### src/rtl/piso_serializer_pkg.sv
// Shared definitions for the serial link blocks (serializer/deserializer).
// State encodings plus a constant-friendly clog2 helper.
package piso_serializer_pkg;

  localparam logic [1:0] ST_IDLE  = 2'd0;
  localparam logic [1:0] ST_SHIFT = 2'd1;
  localparam logic [1:0] ST_GAP   = 2'd2;

  typedef enum logic [1:0] {
    S_IDLE  = ST_IDLE,
    S_SHIFT = ST_SHIFT,
    S_GAP   = ST_GAP
  } state_e;

  function automatic int clog2(input int v);
    int r;
    r = 0;
    for (int i = 0; i < 32; i++)
      if ((1 << i) < v) r = i + 1;
    return r;
  endfunction

endpackage

### src/rtl/piso_serializer.sv
// Parallel-in serial-out serializer with valid/ready load side.
// Ports: Clk, Rst (sync, active-high), Load_valid/Load_data/Load_ready
// handshake in; Dout/Dout_valid serial out; Busy, Done status.
module piso_serializer
  import piso_serializer_pkg::*;
#(
  parameter int WIDTH     = 8,
  parameter bit MSB_FIRST = 1'b1,
  parameter int IDLE_GAP  = 0
) (
  input  logic             Clk,
  input  logic             Rst,
  input  logic             Load_valid,
  input  logic [WIDTH-1:0] Load_data,
  output logic             Load_ready,
  output logic             Dout,
  output logic             Dout_valid,
  output logic             Busy,
  output logic             Done
);

  localparam int CW = clog2(WIDTH);
  localparam logic [CW-1:0] CNT_LAST = CW'(WIDTH - 1);
  localparam logic [CW-1:0] CNT_PRE  = CW'(WIDTH - 2);
  localparam bit HAS_GAP = (IDLE_GAP > 0);
  localparam logic [3:0] GAP_LAST =
    4'((IDLE_GAP > 0) ? IDLE_GAP - 1 : 0);

  state_e           state;
  logic [WIDTH-1:0] sreg;
  logic [CW-1:0]    cnt;
  logic [3:0]       gcnt;

  logic             last;
  logic             accept;
  logic [WIDTH-1:0] shifted;

  assign last = (state == S_SHIFT) &&
                (cnt == CNT_LAST);

  assign Load_ready = (state == S_IDLE) ||
                      (last && !HAS_GAP);

  assign accept = Load_valid && Load_ready;

  // Vacated positions fill with zero, so the
  // register drains to 0 after the last bit and
  // Dout reads 0 whenever no frame is on the line.
  assign shifted = MSB_FIRST ?
    {sreg[WIDTH-2:0], 1'b0} :
    {1'b0, sreg[WIDTH-1:1]};

  assign Dout = MSB_FIRST ?
    sreg[WIDTH-1] : sreg[0];

  always_ff @(posedge Clk) begin
    if (Rst) begin
      state      <= S_IDLE;
      sreg       <= '0;
      cnt        <= '0;
      gcnt       <= '0;
      Dout_valid <= 1'b0;
      Busy       <= 1'b0;
      Done       <= 1'b0;
    end else begin
      Done <= 1'b0;
      unique case (state)
        S_IDLE: begin
          if (accept) begin
            state      <= S_SHIFT;
            sreg       <= Load_data;
            cnt        <= '0;
            Dout_valid <= 1'b1;
            Busy       <= 1'b1;
          end
        end
        S_SHIFT: begin
          if (!last) begin
            sreg <= shifted;
            cnt  <= cnt + 1'b1;
            // Done is registered: raise it on the
            // edge that presents the final bit.
            Done <= (cnt == CNT_PRE);
          end else if (HAS_GAP) begin
            state      <= S_GAP;
            sreg       <= shifted;
            gcnt       <= '0;
            Dout_valid <= 1'b0;
          end else if (accept) begin
            sreg <= Load_data;
            cnt  <= '0;
          end else begin
            state      <= S_IDLE;
            sreg       <= shifted;
            Dout_valid <= 1'b0;
            Busy       <= 1'b0;
          end
        end
        S_GAP: begin
          if (gcnt == GAP_LAST) begin
            state <= S_IDLE;
            Busy  <= 1'b0;
          end else begin
            gcnt <= gcnt + 1'b1;
          end
        end
        default: begin
          state      <= S_IDLE;
          sreg       <= '0;
          Dout_valid <= 1'b0;
          Busy       <= 1'b0;
        end
      endcase
    end
  end

endmodule

### config.mk
export PLATFORM = sky130hd
export DESIGN_NAME = piso_serializer
export DESIGN_NICKNAME = d
export VERILOG_FILES = /design/src/rtl/piso_serializer_pkg.sv /design/src/rtl/piso_serializer.sv
export SDC_FILE = /design/constraint.sdc
export NUM_CORES = 1
export LEC_CHECK = 0
export ABC_AREA = 1
export CAP_MARGIN = 20
export CORE_MARGIN = 1.5
export CORE_UTILIZATION = 32
export DETAILED_ROUTE_END_ITERATION = 7
export HOLD_SLACK_MARGIN = 0.12
export SYNTH_ARGS = -nofsm -noshare
export SYNTH_HDL_FRONTEND = slang
export SYNTH_SLANG_ARGS = --single-unit
### constraint.sdc
create_clock -name Clk -period 2.26 [get_ports Clk]
set_clock_uncertainty 0.2 [all_clocks]
set_input_delay 0.339 -clock Clk [delete_from_list [all_inputs] [get_ports Clk]]
set_output_delay 0.339 -clock Clk [all_outputs]
set_load 0.03 [all_outputs]
* Word-level counts from Yosys, hierarchy flattened *
Cells that the tools add are included.

cells by class
  mux-type cells = 18
  bitwise gates (word level) = 3
  add/sub/neg operators = 2
  equal/unequal tests = 8
  reduce and logical (&&, ||, !) cells = 11

operators with widths
  operator                                         count
  == test 32 x 3 -> 1 bit (second input constant)  2
  2-to-1 mux 32 bit                                2
  case mux 32 bit (2 select lines)                 1
  adder 32 x 1 -> 32 bit (second input constant)   1
  2-to-1 mux 8 bit                                 3
  case mux 8 bit (3 select lines)                  1
  2-to-1 mux 2 bit                                 4
  != test 2 bit (second input constant)            4
  AND reduction 4 bit                              2
  case mux 1 bit (3 select lines)                  2
  case mux 2 bit (3 select lines)                  1
  adder 4 x 1 -> 4 bit (second input constant)     1
  zero test 4 bit                                  1
  2-to-1 mux 1 bit                                 4
  AND reduction 2 bit                              2
  inverter 1 bit                                   3
  OR reduction 3 bit                               1
  == test 2 x 1 -> 1 bit (second input constant)   1
  == test 2 bit (second input constant)            1
  logical AND 1 bit                                2
  zero test 2 bit                                  1
  nonzero test 2 bit                               1
  logical OR 1 bit                                 1

storage, ports and cells
  bits of input ports = 11
  flip-flop bits (word level) = 49
  logic and storage cells = 49

* Longest topological paths before layout *
Gate-level depths: netlist of run 1.

  word-level depth = 7
  gate-level depth with buffers = 12
  gate-level depth less buffers = 11

* Worst setup path before layout of run 1 *
Ideal clock, no wire load.

  path type = register to register
  start = register cnt[1]
  end = register cnt[11]
  arrival time = 1.434 ns
  setup slack = 0.509 ns
  data required time = 1.943 ns
  clock period less this slack = 1.751 ns
  stages on the path, launching flop included = 11
  path buffers = 0
  cells stage by stage = dfxtp_1 ha_1 nand3_1 inv_1 nand2_1 nor2_1 nand2_2 nand2_4 nand2_4 a22oi_1 nor2_1

between the ends
  word-level cells in the longest chain between the ends = 7
  elaborated cells between the ends (all ways) = 8

ends and longest elaborated chain
  item                                line                   RTL
  from (decl)                         piso_serializer.sv:31  logic [CW-1:0] cnt;
  from (signal assigned)              piso_serializer.sv:80  cnt <= cnt + 1'b1;
  == test 32 x 3 -> 1 bit *           piso_serializer.sv:39  (cnt == CNT_LAST);
  logical AND 1 bit *                 piso_serializer.sv:38  assign last = (state == S_SHIFT) &&
  logical OR 1 bit *                  piso_serializer.sv:41  assign Load_ready = (state == S_IDLE) ||
  named net Load_ready                piso_serializer.sv:15  output logic Load_ready,
  logical AND 1 bit *                 piso_serializer.sv:44  assign accept = Load_valid && Load_ready;
  2-to-1 mux 32 bit *                 n/a
  2-to-1 mux 32 bit                   piso_serializer.sv:78  if (!last) begin
  case mux 32 bit (2 select lines) *  piso_serializer.sv:67  unique case (state)

Mark *: on every way through the listed nets, which the timed path passes. The rest lies on a longest branch.
A chain may end at the register's enable or synchronous reset.

* Final worst setup path of run 1 *
  start = register cnt[1]
  end = output Load_ready

between the ends
  word-level cells in the longest chain between the ends = 3

ends and longest elaborated chain
  item                     line
  == test 32 x 3 -> 1 bit  piso_serializer.sv:39
  logical AND 1 bit        piso_serializer.sv:38
  logical OR 1 bit         piso_serializer.sv:41
  to (decl)                piso_serializer.sv:15

No other way between the ends.

==> results of run 1 <==
-- registers in the layout, summed over array words and instances (netlist names) --
register and flops:
Busy 1, cnt 32, sreg 8, Done 1
-- final cells by class --
class | instances | area (um2)
clock buffer | 5 | 68.82
clock inverter | 3 | 43.79
fill | 905 | 5111
inverter | 44 | 165.2
multi-input combinational | 348 | 1679
sequential | 42 | 848.3
tap | 105 | 131.4
timing repair buffer | 24 | 210.2
-- power groups by stage --
stage / sequential (mW) / clock (mW) / combinational (mW)
6_report: 0.763 / 0.628 / 0.148
5_1_grt: 0.765 / 0.658 / 0.163
4_1_cts: 0.763 / 0.645 / 0.147
3_5_place_dp: 0.780 / 0 / 0.146
3_3_place_gp: 0.779 / 0 / 0.147
2_1_floorplan: 0.784 / 0 / 0.0832
-- worst register-to-register path: cells and delay by family, from the launching register on --
kind | cells | cell delay, ns
flops | 1 | 0.49
buf+inv | 2 | 0.19
simple gates | 9 | 0.95
-- metal layers --
layer,vias up,GRT usage,wire (um)
met5,-,0,0
met4,0,0.06618,97
met3,7,0.02472,363
met2,78,0.2981,3578
met1,1287,0.2338,3384
li1,1456,-,-
-- cell families after synthesis --
logic type,after synthesis,synth area share
compound gates,60,0.1183
xor+xnor,11,0.03516
fa+ha+maj,2,0.009131
buf+inv,55,0.08493
flops,42,0.3069
simple gates,275,0.4457
-- placed cells by master (no fill, tap or decap), types with 2 or more instances in the layout --
master,synthesis,final
nand2_1,137,137
nor2_1,64,64
dfxtp_1,42,38
a21oi_1,37,37
inv_1,36,35
nand3_1,31,31
o21ai_0,17,17
clkdlybuf4s50_1,0,12
buf_4,1,12
xor2_1,11,11
nor3_1,9,9
inv_2,7,8
nor2_2,8,8
nand4_1,5,5
clkbuf_8,2,5
nand2_2,4,4
nand3_2,3,3
nand3b_1,3,3
dfxtp_2,0,3
nand2_4,2,2
or2_1,2,2
a21oi_2,2,2
o21ai_1,2,2
-- final timing paths --
| path | endpoint | slack, ns | depth (start not counted) |
|---|---|---|---|
| min | sreg[5] | 0.27 | 2 |
| max reg2reg | cnt[5] | 0.35 | 11 |
| max | Load_ready | 0.12 | 8 |
| min reg2reg | sreg[5] | 0.27 | 2 |
-- synth_stat cells, drive strengths merged --
library cell,n
buf,2
nor4,1
clkinv,1
dfxtp,42
or2,3
o21ai,19
o21bai,1
nand2,143
a22oi,1
ha,2
nor3,11
inv,43
nor2,73
clkbuf,9
nand3,34
nand4,5
xor2,11
a21oi,39
nand3b,3
nor3b,2
-- what timing repair did --
item,CTS,global route
pin swaps,0,1
cloned,0,0
setup endpoints to repair,1,1
buffers inserted,0,2
resized for setup,3,5
==> out/results.txt, run 1 <==
outcome = completed
cell family with most CP delay = simple AND/OR/NAND/NOR gates
combinational power share = 0.096
Mapped Cells = 445
setup violators final = 0
final worst slack = 0.1187 ns
top cells by area, synth = dfxtp_1, nand2_1, nor2_1, a21oi_1, nand3_1
layout cells sized above 1 = 0.1245
CTS max path bufs = 2
Worst Hold Class = reg2reg
vias post-DR = 2828
Core Util, Final = 0.3811
Root Buffer = clkbuf_8
RSZ-0062 raised after global routing = no
syn_area_per_cell = 6.158 um2
DR iter-0 viols = 174
Leak = 1.222 nW
Diodes inserted = 0
post-placement cell count = 561
PortBufs = 15
CTS buffer count = 5
number of H-tree levels = 2
CTS Hold Bufs = 0
VDD IR max = 0.2865 mV
Pre-antenna DRT Iters = 5
Unique masters post-synth = 35
initial antenna violation count = 0
Synth Net Count = 458
routed len/inst = 13.00 um
Area after DPL = 2999 um2
CP Class = reg2out
Hold Slack = 0.2704 ns
setup tns final = 0 ns
Sw Ratio = 0.2583
die area = 9127 um2
Buf+Inv Stages, Crit Path = 2
Die H = 95.54 um
Clock power frac = 0.408
Post-Layout Inst Area = 3147 um2
Remaining DRCs = 0
Reg2Reg Launch Point = cnt[15]
warnings from Yosys = 0
fmax = 467.0 MHz
routed vias/inst = 4.953
Die Wd = 95.54 um
crit-path max FO = 7
DP Worst Slack = 0.2896 ns
Reg clk slew, reported paths = 0.09 ns
CTS tree = yes
Final Max Tran Viols = 0
IO Pins = 16
Max stage delay cell, worst path = dfxtp_2
GRT Overall Usage = 0.1793
Worst slew margin = 0.7560
Seq pwr share = 0.496
post-layout min period = 2.141 ns
Int Pwr = 1.141 mW
crit share post-route = 0.9475
first-pass GRT wire length = 12610 um
Critical Path RT = 1.72 ns
Routed WL = 7423 um
area share of the largest cell type after synthesis = 0.3068
Hold Violations, Final = 0
gr ovfl total = 0
Slew @ Worst Pin = 0.3660 ns
power per cell area = 489.0 nW/um2
max incr delay on CP = 0.39 ns
DRT antenna net count = 0
area growth from synthesis to layout = 14.84%
nets = 478
Core Region = 8258 um2
CTS sink cnt = 42
CP Launch Point = cnt[1]
global placement routability congestion = 0.8919
vias in the first global route = 2643
Worst Setup Start Kind = flop
Non-Filler Instances = 571
total power = 1.539 mW
Setup crit end kind = primary output
largest net degree at the start of global routing = 31
Synth area leader = dfxtp_1
Core Rows = 33
maxcap violations = 0
CP Cell Sequence = ha_4, nand3_1, inv_1, nand2_1, nor2_1, nand2_2, nand2_4, buf_4
Worst-Skew Late Latency = 0.31 ns
initial core utilization = 0.3318
sequential fraction of the synthesis area = 0.3068
DPL Wire Length = 5597 um
min-delay src = sreg[5]
Syn Std Cell Area = 2740 um2
CP arrival = 1.60 ns
P_sw = 0.3975 mW
number of synthesized register bits = 42
(Power assumes the default switching activity.)
==> run 2: changes to the inputs <==
Settings changed: CORE_MARGIN 1.5 to 2.
==> run 2 against run 1 <==
Against the previous run: power shrank 6.6%; sequential power is essentially flat; routed wire length grew 0.26%; clock power shrank 17%; clock-buffer cell count is the same; final cell count grew 0.18%; worst setup slack lost 0.018 ns; sequential share of layout area grew 0.14 points; register-to-register slack lost 0.05 ns.
==> out/results.txt, run 2 (synthesized netlist as in run 1, its figures left out) <==
CTS tree = yes
crit share post-route = 0.9553 (+0.007874)
GRT Overall Usage = 0.1729 (-0.006442)
Worst Hold Class = reg2reg
first-pass GRT wire length = 12400 um (-1.6%)
max FFs per register = 32 (unchanged)
Worst Setup Start Kind = flop
Core Rows = 33 (unchanged)
Slew @ Worst Pin = 0.3783 ns (+0.01232 ns)
fillcell total = 904 (-0.11%)
Reg clk slew, reported paths = 0.09 ns (about the same)
fmax = 463.2 MHz (-0.82%)
Die Wd = 96.54 um (+1.0%)
Largest regs = cnt: 32 flops, sreg: 8 flops
Die H = 96.54 um (+1.0%)
Pre-antenna DRT Iters = 5 (unchanged)
CP arrival = 1.62 ns (+0.02 ns)
vias in the first global route = 2499 (-5.4%)
setup violators final = 0 (unchanged)
reg-to-reg slack, setup = 0.30 ns (-0.05 ns)
Area after DPL = 2999 um2 (unchanged)
post-layout min period = 2.159 ns (+0.01780 ns)
initial antenna violation count = 0 (unchanged)
nets = 479 (+0.21%)
crit-path max FO = 6 (-1)
Final Max Tran Viols = 0 (unchanged)
Remaining DRCs = 0 (unchanged)
CTS Hold Bufs = 0 (unchanged)
PortBufs = 15 (unchanged)
area growth from synthesis to layout = 14.43%
Worst slew margin = 0.7478 (-0.008211)
global placement routability congestion = 0.8984 (+0.73%)
DPL Wire Length = 5521 um (-1.4%)
Core Region = 8258 um2 (unchanged)
Worst-Skew Late Latency = 0.31 ns (about the same)
DRT antenna net count = 0 (unchanged)
Root Buffer = clkbuf_8
layout cells sized above 1 = 0.1221 (-0.002408)
routed vias/inst = 4.960 (+0.14%)
Top reg by flops = cnt
CTS max path bufs = 2 (unchanged)
Setup crit end kind = primary output
gr ovfl total = 0 (unchanged)
outcome = completed
largest net degree at the start of global routing = 31 (unchanged)
CTS buffer count = 5 (unchanged)
routed len/inst = 13.01 um (about the same)
Hold Violations, Final = 0 (unchanged)
Critical Path RT = 1.72 ns (about the same)
CP Class = reg2out
vias post-DR = 2837 (+0.32%)
die area = 9319 um2 (+2.1%)
initial core utilization = 0.3318 (unchanged)
DR iter-0 viols = 225 (+29%)
DP Worst Slack = 0.3016 ns (+0.01208 ns)
IO Pins = 16 (unchanged)
final worst slack = 0.1009 ns (-0.01780 ns)
number of H-tree levels = 2 (unchanged)
Routed WL = 7442 um (+0.26%)
maxcap violations = 0 (unchanged)
Leak = 1.208 nW (-1.1%)
most frequent cells in the layout = nand2_1, nor2_1, dfxtp_1, a21oi_1, inv_1
Post-Layout Inst Area = 3136 um2 (-0.36%)
setup tns final = 0 ns (unchanged)
VDD IR max = 0.2810 mV (-1.9%)
commonest non-fill, non-tap cell in the layout = nand2_1
power per cell area = 458.4 nW/um2 (-6.3%)
CTS sink cnt = 42 (unchanged)
Diodes inserted = 0 (unchanged)
run 2: cell type report:
class | count | area (um2) | area share
Clock inverter | 3 | 23.77 | 0.007582
Inverter | 44 | 165.2 | 0.05267
Multi-Input combinational cell | 348 | 1679 | 0.5355
Clock buffer | 5 | 68.82 | 0.02195
Sequential cell | 42 | 849.6 | 0.2709
Tap cell | 105 | 131.4 | 0.04190
Timing Repair Buffer | 25 | 217.7 | 0.06943
run 2: metrics by stage:
step | hold WS, ns | cells | power, mW | utilization
after floorplan | 0.2409 | 445 | 0.8675 | -
after global placement | 0.2499 | 561 | 0.9251 | 0.3632
after detailed placement | 0.2535 | 561 | 0.9252 | 0.3632
after CTS | 0.2676 | 569 | 1.446 | 0.3750
after global routing | 0.2899 | 572 | 1.494 | 0.3797
final | 0.2696 | 572 | 1.437 | 0.3797
run 2: worst paths after layout:
path                              start          to  depth (start not counted)
worst max-delay path            cnt[15]  Load_ready                          8
worst min-delay path            sreg[5]     sreg[5]                          2
worst max register to register  cnt[15]      cnt[5]                         11
worst min register to register  sreg[5]     sreg[5]                          2
run 2: critical path: stages, from the launching register on:
cell and delay (ns):
dfxtp_1 0.50, nor2_1 0.09, nand2_1 0.10, inv_1 0.05, nand2_1 0.10, nor2_1 0.06, nand2_2 0.14, nand2_4 0.09
buf_4 0.18
run 2: report_power, final:
group | internal [mW] | total, mW | switching (mW)
logic | 0.0570 | 0.151 | 0.0937
registers | 0.753 | 0.762 | 0.00907
clock network | 0.221 | 0.524 | 0.303
total | 1.03 | 1.44 | 0.406
run 2: timing repair:
item                       CTS  global route
pin swaps                    0             1
resized for setup            3             4
setup buffers                0             3
setup endpoints to repair    1             1
gates cloned                 0             0
run 2: layer usage:
metal  routed length (um)  vias up  global-route usage
li1                     -     1463                   -
met4                  124        0             0.04695
met2                 3388       75              0.2824
met5                    0        -                   0
met1                 3583     1284              0.2385
met3                  346       15             0.02483
==> run 3: changes to the inputs <==
Settings changed: ABC_AREA 1 to 0, SKIP_CTS_REPAIR_TIMING set to 1.
==> run 3 against run 2 <==
Against the previous run: the run now ends with negative setup slack left; sequential share of layout area down 2.0 points; core utilization up 6.8 points; via count down 2.0%; first-iteration DRC count down 32%; hold slack better by 0.021 ns.
==> out/results.txt, run 3 <==
Worst-Skew Late Latency = 0.30 ns (about the same)
Reg clk slew, reported paths = 0.09 ns (about the same)
DPL Wire Length = 5471 um (-0.91%)
routed len/inst = 15.71 um (+21%)
min-delay src = sreg[0]
M1 GR Usage = 0.2512 (+0.01278)
reg-to-reg slack, setup = -0.08 ns (-0.38 ns)
Die H = 93.90 um (-2.7%)
Mapped Cells = 332 (-25%)
Syn Std Cell Area = 2586 um2 (-5.6%)
area growth from synthesis to layout = 34.35%
RSZ-0062 raised after global routing = yes
Leak = 1.363 nW (+13%)
first-pass GRT wire length = 12430 um (+0.27%)
CP Class = reg2out
outcome = complete, but fails checks
number of synthesized register bits = 42 (unchanged)
failing checks = negative setup slack
Unique masters post-synth = 54 (+54%)
global route hottest layer = met2
Largest regs = cnt: 32 flops, sreg: 8 flops
CTS buffer count = 5 (unchanged)
met2 usage = 0.2762 (-0.006217)
Slew @ Worst Pin = 0.4153 ns (+0.03700 ns)
Remaining DRCs = 0 (unchanged)
routed vias/inst = 5.626 (+13%)
setup violators final = 2 (+2)
IO Pins = 16 (unchanged)
GRT Overall Usage = 0.1776 (+0.004703)
maxcap violations = 0 (unchanged)
PortBufs = 15 (unchanged)
Worst slew margin = 0.7228 (-0.02497)
Setup crit end kind = primary output
commonest cells in the netlist = dfxtp_1, a21oi_1, nand2_1
sequential fraction of the synthesis area = 0.3251 (+0.01826)
post-layout min period = 2.371 ns (+0.2115 ns)
global placement routability congestion = 0.9026 (+0.47%)
die area = 8817 um2 (-5.4%)
gr ovfl total = 0 (unchanged)
CTS sink cnt = 42 (unchanged)
vias in the first global route = 2489 (-0.40%)
layout cells sized above 1 = 0.3112 (+0.1892)
top cells by area, synth = dfxtp_1, a21oi_1, nor4_1, nand2_1, and4_1
multi-input logic area = 1649 um2 (-1.8%)
Post-synth EDFFs = 0 (unchanged)
most frequent cell after synthesis = dfxtp_1
nets = 404 (-16%)
r2r worst-path depth = 7 (-4)
fillcell total = 800 (-12%)
power per cell area = 428.1 nW/um2 (-6.6%)
vias post-DR = 2779 (-2.0%)
Core Region = 7767 um2 (-5.9%)
warnings from Yosys = 0 (unchanged)
number of H-tree levels = 2 (unchanged)
Synth Net Count = 345 (-25%)
Diodes inserted = 0 (unchanged)
max FFs per register = 32 (unchanged)
Max stage delay cell, worst path = dfxtp_4
Hold Slack = 0.2910 ns (+0.02143 ns)
DR iter-0 viols = 154 (-32%)
CP arrival = 1.83 ns (+0.21 ns)
sequential standard cell area = 870.8 um2 (+2.5%)
CTS max path bufs = 2 (unchanged)
Core Util, Final = 0.4473 (+0.06763)
Final Max Tran Viols = 0 (unchanged)
final worst slack = -0.1106 ns (-0.2115 ns)
VDD IR max = 0.2123 mV (-24%)
crit share post-route = 1.049 (+0.09358)
CP Cell Sequence = nor4_4, nand4_1, o21a_2, inv_4, buf_12, buf_8
M3 GR Usage = 0.03531 (+0.01049)
Root Buffer = clkbuf_8
post-synthesis async set-or-reset flop share = 0 (unchanged)
cell count of the worst hold path = 2 (unchanged)
worst flop-to-flop path endpoint = cnt[28]
crit-path max FO = 7 (+1)
Top reg by flops = cnt
Most used DFF post-synth = dfxtp_1
Hold Violations, Final = 0 (unchanged)
Reg2Reg Launch Point = cnt[11]
initial antenna violation count = 0 (unchanged)
Routed WL = 7761 um (+4.3%)
initial core utilization = 0.3330 (+0.001139)
Critical Path RT = 1.72 ns (about the same)
syn_area_per_cell = 7.790 um2 (+27%)
max incr delay on CP = 0.38 ns (-0.12 ns)
Worst Hold Class = reg2reg
Core Rows = 32 (-3.0%)
Die Wd = 93.90 um (-2.7%)
commonest non-fill, non-tap cell in the layout = buf_4
Synth area leader = dfxtp_1
DRT antenna net count = 0 (unchanged)
largest net degree at the start of global routing = 22 (-29%)
fmax = 421.8 MHz (-8.9%)
Worst Setup Start Kind = flop
hold path endpoint = sreg[1]
area share of the largest cell type after synthesis = 0.3251 (+0.01826)
Pre-antenna DRT Iters = 4 (-1)
CTS tree = yes
most frequent cells in the layout = buf_4, dfxtp_1, a21oi_1, nand2_1, nor2_1
==> run 3: area by class of cell <==
class                   count  share of cell area
multi-input cells         248              0.4746
clock inverters             3            0.006122
flip-flops and latches     42              0.2506
inverters                   9             0.01044
repair buffers             85              0.2017
clock buffers               5             0.01981
well taps                 102             0.03673
==> run 3: how the worst max path moves through the flow <==
stage            start         end  slack (ns)  cells past startpoint
4_1_cts         cnt[3]  Load_ready       -0.37                      6
5_1_grt        cnt[11]  Load_ready       -0.17                      6
3_3_place_gp    cnt[3]     cnt[28]       -0.09                      5
3_5_place_dp    cnt[3]     cnt[28]       -0.10                      5
2_1_floorplan   cnt[1]     cnt[26]       0.003                      6
6_report       cnt[11]  Load_ready       -0.11                      6
==> run 3: logic make-up after synthesis <==
| kind of cell | after synthesis | synth area share |
|---|---|---|
| xor+xnor | 4 | 0.01355 |
| fa+ha+maj | 2 | 0.009674 |
| mux | 4 | 0.01693 |
| flops | 42 | 0.3251 |
| buf+inv | 42 | 0.07015 |
| simple gates | 160 | 0.3561 |
| compound gates | 78 | 0.2085 |
==> run 3: power by group <==
group          internal, mW  total (mW)  switching [mW]
logic                0.0986       0.219           0.120
registers             0.753       0.766          0.0128
clock network         0.217       0.503           0.286
==> run 3: worst max-delay path: cells and delay by family (launching register included) <==
kind                   cells  cell delay [ns]
AO/OA/AOI/OAI              1             0.30
buffers and inverters      3             0.33
flip-flops                 1             0.38
AND/OR/NAND/NOR            2             0.53
==> run 3: per-stage QoR <==
step	cell area (um2)	TNS (ns)	std cells	total power, mW	setup slack (ns)
5_1_grt	3475	-0.4788	494	1.560	-0.1696
4_1_cts	3294	-1.119	484	1.486	-0.3732
3_5_place_dp	3204	-0.4993	476	0.9809	-0.1010
2_1_floorplan	2606	0	332	0.8910	0.003005
3_3_place_gp	3204	-0.3757	476	0.9785	-0.08994
6_report	3475	-0.1890	494	1.488	-0.1106
==> run 3: layer usage <==
| metal | up-vias | routed length [um] | part of all wire |
|---|---|---|---|
| met5 | - | 0 | 0 |
| met4 | 0 | 69 | 0.0089 |
| met3 | 8 | 375 | 0.048 |
| met2 | 70 | 3517 | 0.45 |
| met1 | 1321 | 3798 | 0.49 |
| li1 | 1380 | - | - |
